[src/rtl/makina_pkg.sv]
// Shared types and default widths for the 16-bit core front end.
package makina_pkg;

  localparam int ADDR_W  = 16;
  localparam int INSTR_W = 16;

  typedef enum logic [1:0] {
    F_IDLE  = 2'd0,
    F_FETCH = 2'd1,
    F_FLUSH = 2'd2,
    F_HALT  = 2'd3
  } fetch_state_t;

endpackage

[src/rtl/fetch_buffer.sv]
// One-entry valid/ready holding register between instruction memory and decode.
// Flush wins over load, load wins over consume so a same-cycle consume+load
// replaces the entry without a bubble.
module fetch_buffer #(
  parameter int ADDR_W  = 16,
  parameter int INSTR_W = 16
) (
  input  logic               clk,
  input  logic               reset_n,
  input  logic               load_i,
  input  logic               consume_i,
  input  logic               flush_i,
  input  logic [INSTR_W-1:0] data_i,
  input  logic [ADDR_W-1:0]  pc_i,
  output logic               valid_o,
  output logic [INSTR_W-1:0] data_o,
  output logic [ADDR_W-1:0]  pc_o
);

  logic               valid_q;
  logic [INSTR_W-1:0] data_q;
  logic [ADDR_W-1:0]  pc_q;

  // Entry register: flush drops the word, load captures a new one, consume empties it.
  always_ff @(posedge clk or negedge reset_n) begin
    if (!reset_n) begin
      valid_q <= 1'b0;
      data_q  <= '0;
      pc_q    <= '0;
    end else if (flush_i) begin
      valid_q <= 1'b0;
    end else if (load_i) begin
      valid_q <= 1'b1;
      data_q  <= data_i;
      pc_q    <= pc_i;
    end else if (consume_i) begin
      valid_q <= 1'b0;
    end
  end

  assign valid_o = valid_q;
  assign data_o  = data_q;
  assign pc_o    = pc_q;

endmodule

[src/rtl/fetch_controller.sv]
// Instruction-fetch sequencer: owns the fetch address, runs the imem req/ack
// handshake, and feeds decode through a one-entry buffer.
//
//   state   | meaning
//   F_IDLE  | one settling cycle after reset
//   F_FETCH | requesting whenever the buffer has room
//   F_FLUSH | waiting out a stale request after a branch; its data is dropped
//   F_HALT  | no requests; buffer still drains to decode
module fetch_controller #(
  parameter int                ADDR_W       = makina_pkg::ADDR_W,
  parameter int                INSTR_W      = makina_pkg::INSTR_W,
  parameter logic [ADDR_W-1:0] RESET_VECTOR = '0
) (
  input  logic               clk,
  input  logic               reset_n,
  output logic               imem_req,
  output logic [ADDR_W-1:0]  imem_addr,
  input  logic               imem_ack,
  input  logic [INSTR_W-1:0] imem_rdata,
  output logic               instr_valid,
  output logic [INSTR_W-1:0] instr_data,
  output logic [ADDR_W-1:0]  instr_pc,
  input  logic               instr_ready,
  input  logic               branch_taken,
  input  logic [ADDR_W-1:0]  branch_target,
  input  logic               halt,
  output logic               halted
);

  import makina_pkg::*;

  fetch_state_t      state_q, state_d;
  logic [ADDR_W-1:0] fetch_pc_q, fetch_pc_d;
  logic [ADDR_W-1:0] addr_q, addr_d;
  logic              halted_q;
  logic              room, ack, load, consume;

  // Request is decoded from registered state plus the room check only, so
  // instr_ready is the sole combinational input-to-output path.
  assign room     = !instr_valid || instr_ready;
  assign imem_req = (state_q == F_FLUSH) || ((state_q == F_FETCH) && room);
  assign ack      = imem_ack && imem_req;
  assign load     = (state_q == F_FETCH) && ack && !branch_taken;
  assign consume  = instr_valid && instr_ready;

  // Next fetch address: branch overrides the post-ack increment (wraps mod 2^ADDR_W).
  always_comb begin
    fetch_pc_d = fetch_pc_q;
    if (branch_taken)  fetch_pc_d = branch_target;
    else if (load)     fetch_pc_d = fetch_pc_q + ADDR_W'(1);
  end

  // Next state with priority branch > ack > halt.
  always_comb begin
    state_d = state_q;
    case (state_q)
      F_IDLE:  state_d = halt ? F_HALT : F_FETCH;
      F_FETCH: begin
        if (branch_taken)         state_d = (imem_req && !ack) ? F_FLUSH : F_FETCH;
        else if (ack)             state_d = halt ? F_HALT : F_FETCH;
        else if (halt && !imem_req) state_d = F_HALT;
      end
      F_FLUSH: if (ack)  state_d = halt ? F_HALT : F_FETCH;
      F_HALT:  if (!halt) state_d = F_FETCH;
      default: state_d = F_IDLE;
    endcase
  end

  // The stale address must stay on the bus for the whole flush.
  assign addr_d = (state_d == F_FLUSH) ? addr_q : fetch_pc_d;

  // State, fetch pointer, bus address and halted flag registers.
  always_ff @(posedge clk or negedge reset_n) begin
    if (!reset_n) begin
      state_q    <= F_IDLE;
      fetch_pc_q <= RESET_VECTOR;
      addr_q     <= RESET_VECTOR;
      halted_q   <= 1'b0;
    end else begin
      state_q    <= state_d;
      fetch_pc_q <= fetch_pc_d;
      addr_q     <= addr_d;
      halted_q   <= (state_d == F_HALT);
    end
  end

  assign imem_addr = addr_q;
  assign halted    = halted_q;

  fetch_buffer #(
    .ADDR_W  (ADDR_W),
    .INSTR_W (INSTR_W)
  ) u_buf (
    .clk       (clk),
    .reset_n   (reset_n),
    .load_i    (load),
    .consume_i (consume),
    .flush_i   (branch_taken),
    .data_i    (imem_rdata),
    .pc_i      (fetch_pc_q),
    .valid_o   (instr_valid),
    .data_o    (instr_data),
    .pc_o      (instr_pc)
  );

endmodule

[config.mk]
export PLATFORM = sky130hd
export DESIGN_NAME = fetch_controller
export DESIGN_NICKNAME = d
export VERILOG_FILES = /design/src/rtl/makina_pkg.sv /design/src/rtl/fetch_buffer.sv /design/src/rtl/fetch_controller.sv
export SDC_FILE = /design/constraint.sdc
export NUM_CORES = 1
export LEC_CHECK = 0
export ABC_AREA = 1
export BUFFER_PORTS_ARGS = -buffer_cell sky130_fd_sc_hd__buf_4
export CORE_MARGIN = 4
export CORE_UTILIZATION = 50
export CTS_CLUSTER_SIZE = 14
export DETAILED_ROUTE_END_ITERATION = 16
export PLACE_DENSITY = 0.88
export SYNTH_ARGS = -nofsm -noshare
export SYNTH_HDL_FRONTEND = slang
export SYNTH_HIERARCHICAL = 1
export SYNTH_SLANG_ARGS = --single-unit
export TNS_END_PERCENT = 100
[constraint.sdc]
create_clock -name clk -period 1.7 [get_ports clk]
set_input_delay 0.085 -clock clk [delete_from_list [all_inputs] [get_ports clk]]
set_output_delay 0.085 -clock clk [all_outputs]
set_load 0.1 [all_outputs]
# ---- Yosys cells after proc, flatten, opt, wreduce, memory -nomap -nowiden
# Index checks and enable logic that the tools add are counted.
dict set report op_classes {
  add_sub_neg 1
  eq_ne 5
  muxes 13
  bitwise_logic 1
  n_reduce_logical 16
}
# op count
set op_table {}
lappend op_table {{$mux 16} 2}
lappend op_table {{$add 16x1->16 const B} 1}
lappend op_table {{$mux 2} 7}
lappend op_table {{$eq 2x2->1 const B} 4}
lappend op_table {{$pmux 2 s4} 1}
lappend op_table {{$logic_and 1x1->1} 7}
lappend op_table {{$logic_not 1->1} 4}
lappend op_table {{$mux 1} 3}
lappend op_table {{$reduce_bool 3->1} 1}
lappend op_table {{$eq 2x1->1 const B} 1}
lappend op_table {{$logic_not 2->1} 1}
lappend op_table {{$logic_or 1x1->1} 2}
lappend op_table {{$reduce_and 2->1} 1}
lappend op_table {{$not 1->1} 1}
dict set report word_totals {
  ff_bits 68
  inputBits 38
  output_inout_bits 51
  elab_cells 43
}

# ---- Longest topological paths before layout
# Gate-level depths: netlist of the first run.
dict set report depth {
  depth_word 11
  ltp_mapped 14
  mapped_depth_nobuf 14
}

# ---- Cells and area by module
# The synthesis of the first run kept the hierarchy.
# mod n_inst cells_per_inst area_per_inst_um2 seq_area_each_um2
set modules_own_cells {}
lappend modules_own_cells {fetch_controller 1 278 1951.9 875.8}
lappend modules_own_cells {fetch_buffer 1 144 1412.6 825.8}

# ---- Worst setup path before layout of the first run
# Ideal clock, no wire load.
dict set report synth_path {
  path_type {reg2reg}
  from {register u_buf.valid_q, in the netlist u_buf/valid_o}
  to {register addr_q[13], in the netlist imem_addr[13]}
  setup_ps 120
  arrival_ps 2145
  required_ps 1580
  path_slack_ps -565
  path_stages_with_launch 11
  path_buffers 1
  synth_period_minus_slack_ps 2265
  path_cell_list {dfrtp_1 > nand2_1 > nand2_4 > nand2_4 > a21oi_1 > o21ai_2 > nand2_4 > inv_4 > buf_6 > nand2_1 > nand2_1}
}
dict set report synth_between {
  elab_chain_cells 11
  elab_cells_between_ends 20
  cone_classes {1 x eq/ne; 8 x mux; 11 x reduce/logical}
}
# item line_no
set synth_lines {}
lappend synth_lines {{start, declared} fetch_buffer.sv:20} ;# logic valid_q;
lappend synth_lines {{start signal, assigned} fetch_buffer.sv:27} ;# valid_q <= 1'b0;
lappend synth_lines {{start signal, assigned} fetch_buffer.sv:31} ;# valid_q <= 1'b0;
lappend synth_lines {{start signal, assigned} fetch_buffer.sv:33} ;# valid_q <= 1'b1;
lappend synth_lines {{$logic_not 1->1 (*)} fetch_controller.sv:40} ;# assign room = !instr_valid || instr_ready;
lappend synth_lines {{$logic_or 1x1->1 (*)} fetch_controller.sv:40}
lappend synth_lines {{$logic_and 1x1->1 (*)} fetch_controller.sv:41} ;# assign imem_req = (state_q == F_FLUSH) || ((state_q == F_FETCH) && room);
lappend synth_lines {{$logic_or 1x1->1 (*)} fetch_controller.sv:41}
lappend synth_lines {{via imem_req} fetch_controller.sv:16} ;# output logic imem_req,
lappend synth_lines {{$logic_not 1->1 or $logic_and 1x1->1 (tied branches)} {fetch_controller.sv:61, fetch_controller.sv:42}}
lappend synth_lines {{$logic_and 1x1->1 or $logic_not 1->1 (tied branches)} {fetch_controller.sv:61, fetch_controller.sv:59}}
lappend synth_lines {{$mux 2 or $logic_and 1x1->1 (tied branches)} {fetch_controller.sv:61, fetch_controller.sv:59}}
lappend synth_lines {{$mux 2, on equally long branches} {fetch_controller.sv:60, fetch_controller.sv:59}}
lappend synth_lines {{$mux 2} fetch_controller.sv:59} ;# if (branch_taken) state_d = (imem_req && !ack) ? F_FLUSH : F_FETCH;
lappend synth_lines {{$pmux 2 s4 (*)} fetch_controller.sv:56} ;# case (state_q)
lappend synth_lines {{via state_d[0]} fetch_controller.sv:32} ;# fetch_state_t state_q, state_d;
lappend synth_lines {{$eq 2x2->1 (*)} fetch_controller.sv:70} ;# assign addr_d = (state_d == F_FLUSH) ? addr_q : fetch_pc_d;
lappend synth_lines {{end signal, assigned} fetch_controller.sv:82} ;# addr_q <= addr_d;
lappend synth_lines {{end, declared} fetch_controller.sv:34} ;# logic [ADDR_W-1:0] addr_q, addr_d;
# Mark *: on every way through the listed nets, which the timed path passes. The rest lies on a longest branch.
# A chain may end at the register's enable or synchronous reset.

# ---- Worst setup path in the final report of the first run
dict set report layout_path {
  from {register state_q[1]}
  to {register addr_q[12], in the netlist imem_addr[12]}
}
dict set report layout_between {
  elab_cells_between_ends 23
  cone_classes {4 x eq/ne; 9 x mux; 10 x reduce/logical}
}
# item line_no
set layout_lines {}
lappend layout_lines {{start, declared} fetch_controller.sv:32}
lappend layout_lines {{start signal, assigned} fetch_controller.sv:80} ;# state_q <= state_d;
lappend layout_lines {{$eq 2x1->1} {fetch_controller.sv:41, fetch_controller.sv:43}}
lappend layout_lines {{$logic_and 1x1->1} fetch_controller.sv:41}
lappend layout_lines {{$logic_or 1x1->1} fetch_controller.sv:41}
lappend layout_lines {{$logic_and 1x1->1} fetch_controller.sv:42} ;# assign ack = imem_ack && imem_req;
lappend layout_lines {{$logic_and 1x1->1 (*) (2 in series)} fetch_controller.sv:43} ;# assign load = (state_q == F_FETCH) && ack && !branch_taken;
lappend layout_lines {{$mux 16 (*)} fetch_controller.sv:50} ;# else if (load) fetch_pc_d = fetch_pc_q + ADDR_W'(1);
lappend layout_lines {{$mux 16 (*)} fetch_controller.sv:49} ;# if (branch_taken) fetch_pc_d = branch_target;
lappend layout_lines {{via fetch_pc_d[12]} fetch_controller.sv:33} ;# logic [ADDR_W-1:0] fetch_pc_q, fetch_pc_d;
# Marks and branches as above.

==> results of run 1 <==
worst max-delay path: stages, from the launching register on:
cell and delay (ns):
sky130_fd_sc_hd__dfrtp_1 0.41, sky130_fd_sc_hd__inv_2 0.10, sky130_fd_sc_hd__nand2_4 0.06, sky130_fd_sc_hd__inv_2 0.06
sky130_fd_sc_hd__nand2_4 0.08, sky130_fd_sc_hd__inv_4 0.06, sky130_fd_sc_hd__nand2_4 0.06, sky130_fd_sc_hd__nor2_4 0.14
sky130_fd_sc_hd__buf_12 0.13, sky130_fd_sc_hd__buf_12 0.13, sky130_fd_sc_hd__nand2_2 0.04, sky130_fd_sc_hd__o21ai_1 0.06
sky130_fd_sc_hd__nand2_1 0.06, sky130_fd_sc_hd__nand2_1 0.10, sky130_fd_sc_hd__nand2_1 0.06, sky130_fd_sc_hd__nand2_1 0.08
per-layer routing:
metal,vias up,routed length [µm],part of all wire,global-route usage
met2,148,4390,0.48,0.357
met5,-,0,0,0
met1,1519,3860,0.42,0.287
met3,18,813,0.088,0.0484
li1,1590,-,-,-
met4,0,151,0.016,0.0740
per-stage QoR:
stage | instance area, µm² | utilization | hold slack, ns
after detailed placement | 4100 | 0.634 | 0.0886
after floorplan | 3390 | - | -0.211
final | 4710 | 0.729 | 0.00926
after CTS | 4550 | 0.704 | 0.00316
after global routing | 4710 | 0.729 | 0.00962
after global placement | 4100 | 0.634 | 0.0823
final cells by class:
type	count	area, µm²
fill	468	1750
sequential	68	1710
multi-input combinational	314	1510
timing repair buffer	134	1130
clock buffer	11	141
tap	77	96.3
inverter	24	95.1
clock inverter	5	27.5
cell usage in the layout, fill, tap and decap left out, types with 4 or more instances in the layout:
master                          count
sky130_fd_sc_hd__nand2_1          175
sky130_fd_sc_hd__buf_4            101
sky130_fd_sc_hd__dfrtp_1           67
sky130_fd_sc_hd__nand3_1           44
sky130_fd_sc_hd__nand2_2           31
sky130_fd_sc_hd__dlygate4sd3_1     28
sky130_fd_sc_hd__inv_1             18
sky130_fd_sc_hd__nor2_1            18
sky130_fd_sc_hd__clkbuf_8          10
sky130_fd_sc_hd__nand2_4            7
sky130_fd_sc_hd__o21ai_0            7
sky130_fd_sc_hd__o21ai_1            6
sky130_fd_sc_hd__a21oi_1            5
sky130_fd_sc_hd__o21ai_2            5
sky130_fd_sc_hd__nand4_1            5
sky130_fd_sc_hd__inv_2              4
sky130_fd_sc_hd__clkinv_2           4
cell families after synthesis:
logic type                 count (synthesis)  synth area share
adders and majority gates                  1           0.00372
DFF                                       68             0.506
AOI/OAI and AO/OA                         25            0.0402
xor gates and xnor gates                   2           0.00521
buffers and inverters                     41            0.0747
and+or+nand+nor                          285             0.370
how the worst max path moves through the flow:
| stage | startpoint | to | slack, ns | cells past startpoint |
|---|---|---|---|---|
| 2_1_floorplan | u_buf/valid_o | imem_addr[13] | -0.05 | 11 |
| 3_3_place_gp | state_q[1] | u_buf/pc_o[11] | 0.14 | 11 |
| 3_5_place_dp | state_q[1] | imem_addr[5] | 0.04 | 13 |
| 4_1_cts | state_q[1] | u_buf/pc_o[14] | 0.03 | 11 |
| 5_1_grt | state_q[1] | imem_addr[11] | -0.11 | 15 |
| 6_report | state_q[1] | imem_addr[12] | -0.009 | 15 |
state kept, by name, indices dropped and copies added, names as in the netlist:
register and flops:
fetch_pc_q 16, halted 1, imem_addr 16, state_q 2, u_buf/data_o 16, u_buf/pc_o 16, u_buf/valid_o 1
synthesized netlist by cell type, drive strengths merged:
| master | n |
|---|---|
| a21oi | 6 |
| and2 | 1 |
| buf | 16 |
| clkbuf | 1 |
| dfrtp | 68 |
| ha | 1 |
| inv | 24 |
| nand2 | 214 |
| nand3 | 44 |
| nand4 | 5 |
| nor2 | 21 |
| o21ai | 18 |
| o21bai | 1 |
| xor2 | 2 |
what timing repair did:
| item | 4_1_cts | 5_1_grt |
|---|---|---|
| endpoints found under the hold margin | 65 | 0 |
| setup buffers | 0 | 6 |
| gates resized for setup | 0 | 27 |
| hold buffers | 28 | 0 |
| setup endpoints to repair | 0 | 43 |
==> reports/summary.md, run 1 <==
• diodes inserted: 0
• most area-consuming cells after synthesis: sky130_fd_sc_hd__dfrtp_1 (51%), sky130_fd_sc_hd__nand2_1 (21%), sky130_fd_sc_hd__nand3_1 (6.5%)
• final-report hold violation count: 0
• max-capacitance violation count: 0
• remaining antenna violation count after routing: 0
• area of the core region: 6460 µm²
• distinct cell type count after synthesis: 26
• maximum number of pins on one net before global-route repair: 40
• Total GRT Usage: 0.218
• register clock-pin slew on the reported worst setup and hold paths: 0.07 ns
• maximum fanout count along the critical path: 8
• element type at the critical path end: flop
• accumulated negative setup slack: -0.0286 ns
• floorplan die height: 90.0 µm
• number of placed cells counting well taps: 581
• maximum level of the CTS H-tree: 3
• Synthesis Warnings: 6
• global route overflow: 0
• number of cells in the finished layout apart from fillers: 633
• #FFs+latches synth: 68
• number of core rows: 29
• cell depth of the worst hold path: 3
• area overhead of the layout relative to synthesis: 39.9%
• number of buffers added by the clock tree synthesis step: 9
• cell chosen for the clock root: sky130_fd_sc_hd__clkbuf_8
• time the worst path needs with I/O delays and setup: 1.71 ns
• Die Area: 8110 µm²
• count of final max-slew check failures: 0
• number of iterations in the first detailed-routing pass: 5
• category of the critical setup timing path: flop to flop
• effective utilization at floorplan: 0.521
• CTS max path bufs: 2
• clock latency at the later pin of the worst-skew pair: 0.34 ns
• arrival time reported for the critical path endpoint: 1.99 ns
• number of antenna violations at the first check in global routing: 0
• synthesized area: 3360 µm²
• actual transition at the worst max-transition pin: 0.507 ns
• number of cells produced by synthesis: 422
• Detailed Route WL: 9.21 mm
• pre-CTS worst setup slack: 0.0354 ns
• min-delay worst type: input pin to flop
• post-synthesis average cell area: 7.97 µm²
• portion of the clock cycle consumed by the worst path in the final layout: 1.01
• Critical Path RT: 1.98 ns
• post-route DRC violation count: 0
• category of the worst setup path launch point: flop
• post-DR vias/cell: 5.17
• routed length per placed instance: 14.6 µm
• # clock sinks: 68
• timing-limited maximum frequency: 585 MHz
• input/output buffers: 88
• net count of the finished layout: 590
• width of the die: 90.0 µm
• number of I/O pins: 89
• hpwl dp: 5.92 mm
• worst path setup slack after routing: -0.00885 ns
• clock tree skew after final layout: 0.00640 ns
• TritonCTS clock tree: done
• share of synthesized area occupied by flip-flops and latches: 0.506
• net count after synthesis: 461
• number of violations reported at the end of detailed-routing iteration 0: 233
• vias in the first global route: 3094
• R2R cell count: 15
• violated checks: negative setup slack
• launch point of the worst reg-to-reg path: state_q[1]
• status: finished with violations
• total number of vias: 3275
• worst reg2reg endpoint: imem_addr[12]
• fraction of post-synthesis cell area in the top cell type by area: 0.506
• Setup Viol. Count Final: 4
• reg-to-reg setup timing slack: -0.009 ns
• terminating pin of the worst hold path: fetch_pc_q[1]
• cell type with the highest aggregate area in the netlist: sky130_fd_sc_hd__dfrtp_1
• gpl congestion: 0.896
• fraction of final layout cells with drive strength greater than 1: 0.320
• unrepaired setup endpoints after global routing: yes
• hold path start: branch_target[1]
• global-route wire length before repair: 14.7 mm
• worst max-slew margin expressed relative to the limit: 0.662
Power of run 1 is left out: the tool's default activity adds up to more than one toggle a clock period on the data nets, which glitch-free logic cannot reach.
==> inputs of run 2 (changes only) <==
- CORE_ASPECT_RATIO: unset -> 1.4
- CORE_MARGIN: 4 -> 2
==> reports/summary.md, run 2 (synthesized netlist as in run 1, its figures left out) <==
• number of I/O pins: 89, unchanged
• width of the die: 73.3 µm, was 90.0 µm
• worst hold-check slack: -0.00167 ns, was 0.00926 ns
• global-route wire length before repair: 13.8 mm, was 14.7 mm
• commonest non-fill, non-tap cells in the layout: sky130_fd_sc_hd__nand2_1 (186), sky130_fd_sc_hd__buf_4 (97), sky130_fd_sc_hd__dfrtp_1 (67), was sky130_fd_sc_hd__nand2_1 (175), sky130_fd_sc_hd__buf_4 (101), sky130_fd_sc_hd__dfrtp_1 (67)
• maximum level of the CTS H-tree: 3, unchanged
• register clock-pin slew on the reported worst setup and hold paths: 0.07 ns, about the same
• post-route DRC violation count: 0, unchanged
• TritonCTS clock tree: done, unchanged
• unrepaired setup endpoints after global routing: yes, unchanged
• max-capacitance violation count: 0, unchanged
• timing-limited maximum frequency: 601 MHz, was 585 MHz
• cell with the biggest individual delay on the critical path: sky130_fd_sc_hd__dfrtp_1, unchanged
• total of fill cells in the finished design: 485, was 468
• post-DR vias/cell: 5.26, was 5.17
• arrival time reported for the critical path endpoint: 1.94 ns, was 1.99 ns
• post-detailed-placement cell area: 4100 µm², about the same
• ordered list of cells on the worst path: inv_2 -> nand2_4 -> inv_4 -> nand2_4 -> inv_2 -> nand2_4 -> nor2_4 -> buf_12 -> nor2_1 -> o21ai_1 -> nand2_1 -> nand2_1, was inv_2 -> nand2_4 -> inv_2 -> nand2_4 -> inv_4 -> nand2_4 -> nor2_4 -> buf_12 -> buf_12 -> nand2_2 -> o21ai_1 -> nand2_1 -> nand2_1 -> nand2_1 -> nand2_1
• count of final max-slew check failures: 0, unchanged
• number of cells in the finished layout apart from fillers: 622, was 633
• maximum fanout count along the critical path: 35, was 8
• total number of vias: 3269, was 3275
• global route overflow: 0, unchanged
• category of the critical setup timing path: flop to flop, unchanged
• routed length per placed instance: 14.2 µm, was 14.6 µm
• number of antenna violations at the first check in global routing: 0, unchanged
• min-delay worst type: input pin to flop, unchanged
• Die Area: 7410 µm², was 8110 µm²
• number of buffer and inverter instances along the worst setup path: 4, was 5
• final-report hold violation count: 1, was 0
• category of the worst setup path launch point: flop, unchanged
• Critical Path RT: 1.98 ns, about the same
• area overhead of the layout relative to synthesis: 37.8%, was 39.9%
• Detailed Route WL: 8.82 mm, was 9.21 mm
• leading cell type in the layout, fill and taps excluded: sky130_fd_sc_hd__nand2_1, unchanged
• fraction of final layout cells with drive strength greater than 1: 0.288, was 0.320
• portion of the clock cycle consumed by the worst path in the final layout: 0.979, was 1.01
• input/output buffers: 88, unchanged
• Total GRT Usage: 0.237, was 0.218
• Setup Viol. Count Final: 0, was 4
• sequential standard cell area: 1710 µm², unchanged
• # clock sinks: 68, unchanged
• hpwl dp: 5.87 mm, was 5.92 mm
• number of placed cells counting well taps: 575, was 581
• gpl congestion: 0.935, was 0.896
• number of violations reported at the end of detailed-routing iteration 0: 181, was 233
• violated checks: negative hold slack, was negative setup slack
• top cell family by delay on the critical path: simple AND/OR/NAND/NOR gates, unchanged
• element type at the critical path end: flop, unchanged
• actual transition at the worst max-transition pin: 0.512 ns, was 0.507 ns
• effective utilization at floorplan: 0.512, was 0.521
• vias in the first global route: 3207, was 3094
• number of core rows: 35, was 29
• maximum number of pins on one net before global-route repair: 41, was 40
• cell chosen for the clock root: sky130_fd_sc_hd__clkbuf_8, unchanged
• status: finished with violations, unchanged
• area of the core region: 6570 µm², was 6460 µm²
• floorplan die height: 101 µm, was 90.0 µm
• CTS max path bufs: 2, unchanged
• post-route cell area: 4640 µm², was 4710 µm²
• area of the multi-input gates: 1470 µm², was 1510 µm²
• number of iterations in the first detailed-routing pass: 5, unchanged
• most frequent CP cell: sky130_fd_sc_hd__nand2_4, was sky130_fd_sc_hd__nand2_1
• worst max-slew margin expressed relative to the limit: 0.659, was 0.662
• net count of the finished layout: 583, was 590
• clock tree skew after final layout: 0.00631 ns, was 0.00640 ns
• CP peak stage delay: 0.40 ns, was 0.41 ns
• time the worst path needs with I/O delays and setup: 1.66 ns, was 1.71 ns
• number of buffers added by the clock tree synthesis step: 9, unchanged
• clock latency at the later pin of the worst-skew pair: 0.34 ns, about the same
• remaining antenna violation count after routing: 0, unchanged
• diodes inserted: 0, unchanged
==> run 2: what timing repair did <==
action	CTS	global route
endpoints found under the hold margin	62	0
setup buffers	0	5
hold buffers	24	0
gates resized for setup	0	10
endpoints found under the setup margin	0	45
==> run 2: worst reg2reg max path, stage by stage (launching register included) <==
cell                      delay [ns]
sky130_fd_sc_hd__dfrtp_1        0.40
sky130_fd_sc_hd__inv_2          0.09
sky130_fd_sc_hd__nand2_4        0.06
sky130_fd_sc_hd__inv_4          0.05
sky130_fd_sc_hd__nand2_4        0.04
sky130_fd_sc_hd__inv_2          0.06
sky130_fd_sc_hd__nand2_4        0.05
sky130_fd_sc_hd__nor2_4         0.22
sky130_fd_sc_hd__buf_12         0.25
sky130_fd_sc_hd__nor2_1         0.07
sky130_fd_sc_hd__o21ai_1        0.18
sky130_fd_sc_hd__nand2_1        0.08
sky130_fd_sc_hd__nand2_1        0.06
==> run 2: per-layer routing <==
layer | vias to the layer above | track usage | wire length (µm)
met5 | - | 0 | 0
met4 | 0 | 0.110 | 259
met3 | 28 | 0.0310 | 574
met2 | 149 | 0.430 | 4710
met1 | 1525 | 0.271 | 3270
li1 | 1567 | - | -
==> run 2: worst paths after layout <==
kind | start | end | slack, ns | cells after the start
min in group asynchronous | reset_n | u_buf/data_o[3] | 0.25 | 2
worst max-delay path | state_q[1] | imem_addr[1] | 0.04 | 12
worst max register to register | state_q[1] | imem_addr[1] | 0.04 | 12
worst min-delay path | imem_rdata[8] | u_buf/data_o[8] | -0.002 | 3
worst min register to register | u_buf/data_o[1] | u_buf/data_o[1] | 0.48 | 2
max in group asynchronous | reset_n | u_buf/data_o[11] | 0.90 | 3
==> run 2: area by class of cell <==
type,count,share of cell area
sequential,68,0.368
multi-input combinational,314,0.318
timing repair buffer,127,0.234
clock buffer,13,0.0321
inverter,24,0.0205
tap,74,0.0200
clock inverter,2,0.00756
==> run 2: through the flow <==
stage          worst slack, ns  TNS (ns)   util
2_1_floorplan          -0.0481     -1.25      -
3_3_place_gp             0.126         0  0.623
3_5_place_dp            0.0484         0  0.623
4_1_cts                 0.0135         0  0.688
5_1_grt                -0.0987    -0.683  0.706
6_report                0.0365         0  0.706
Power of run 2 is left out for the same reason.
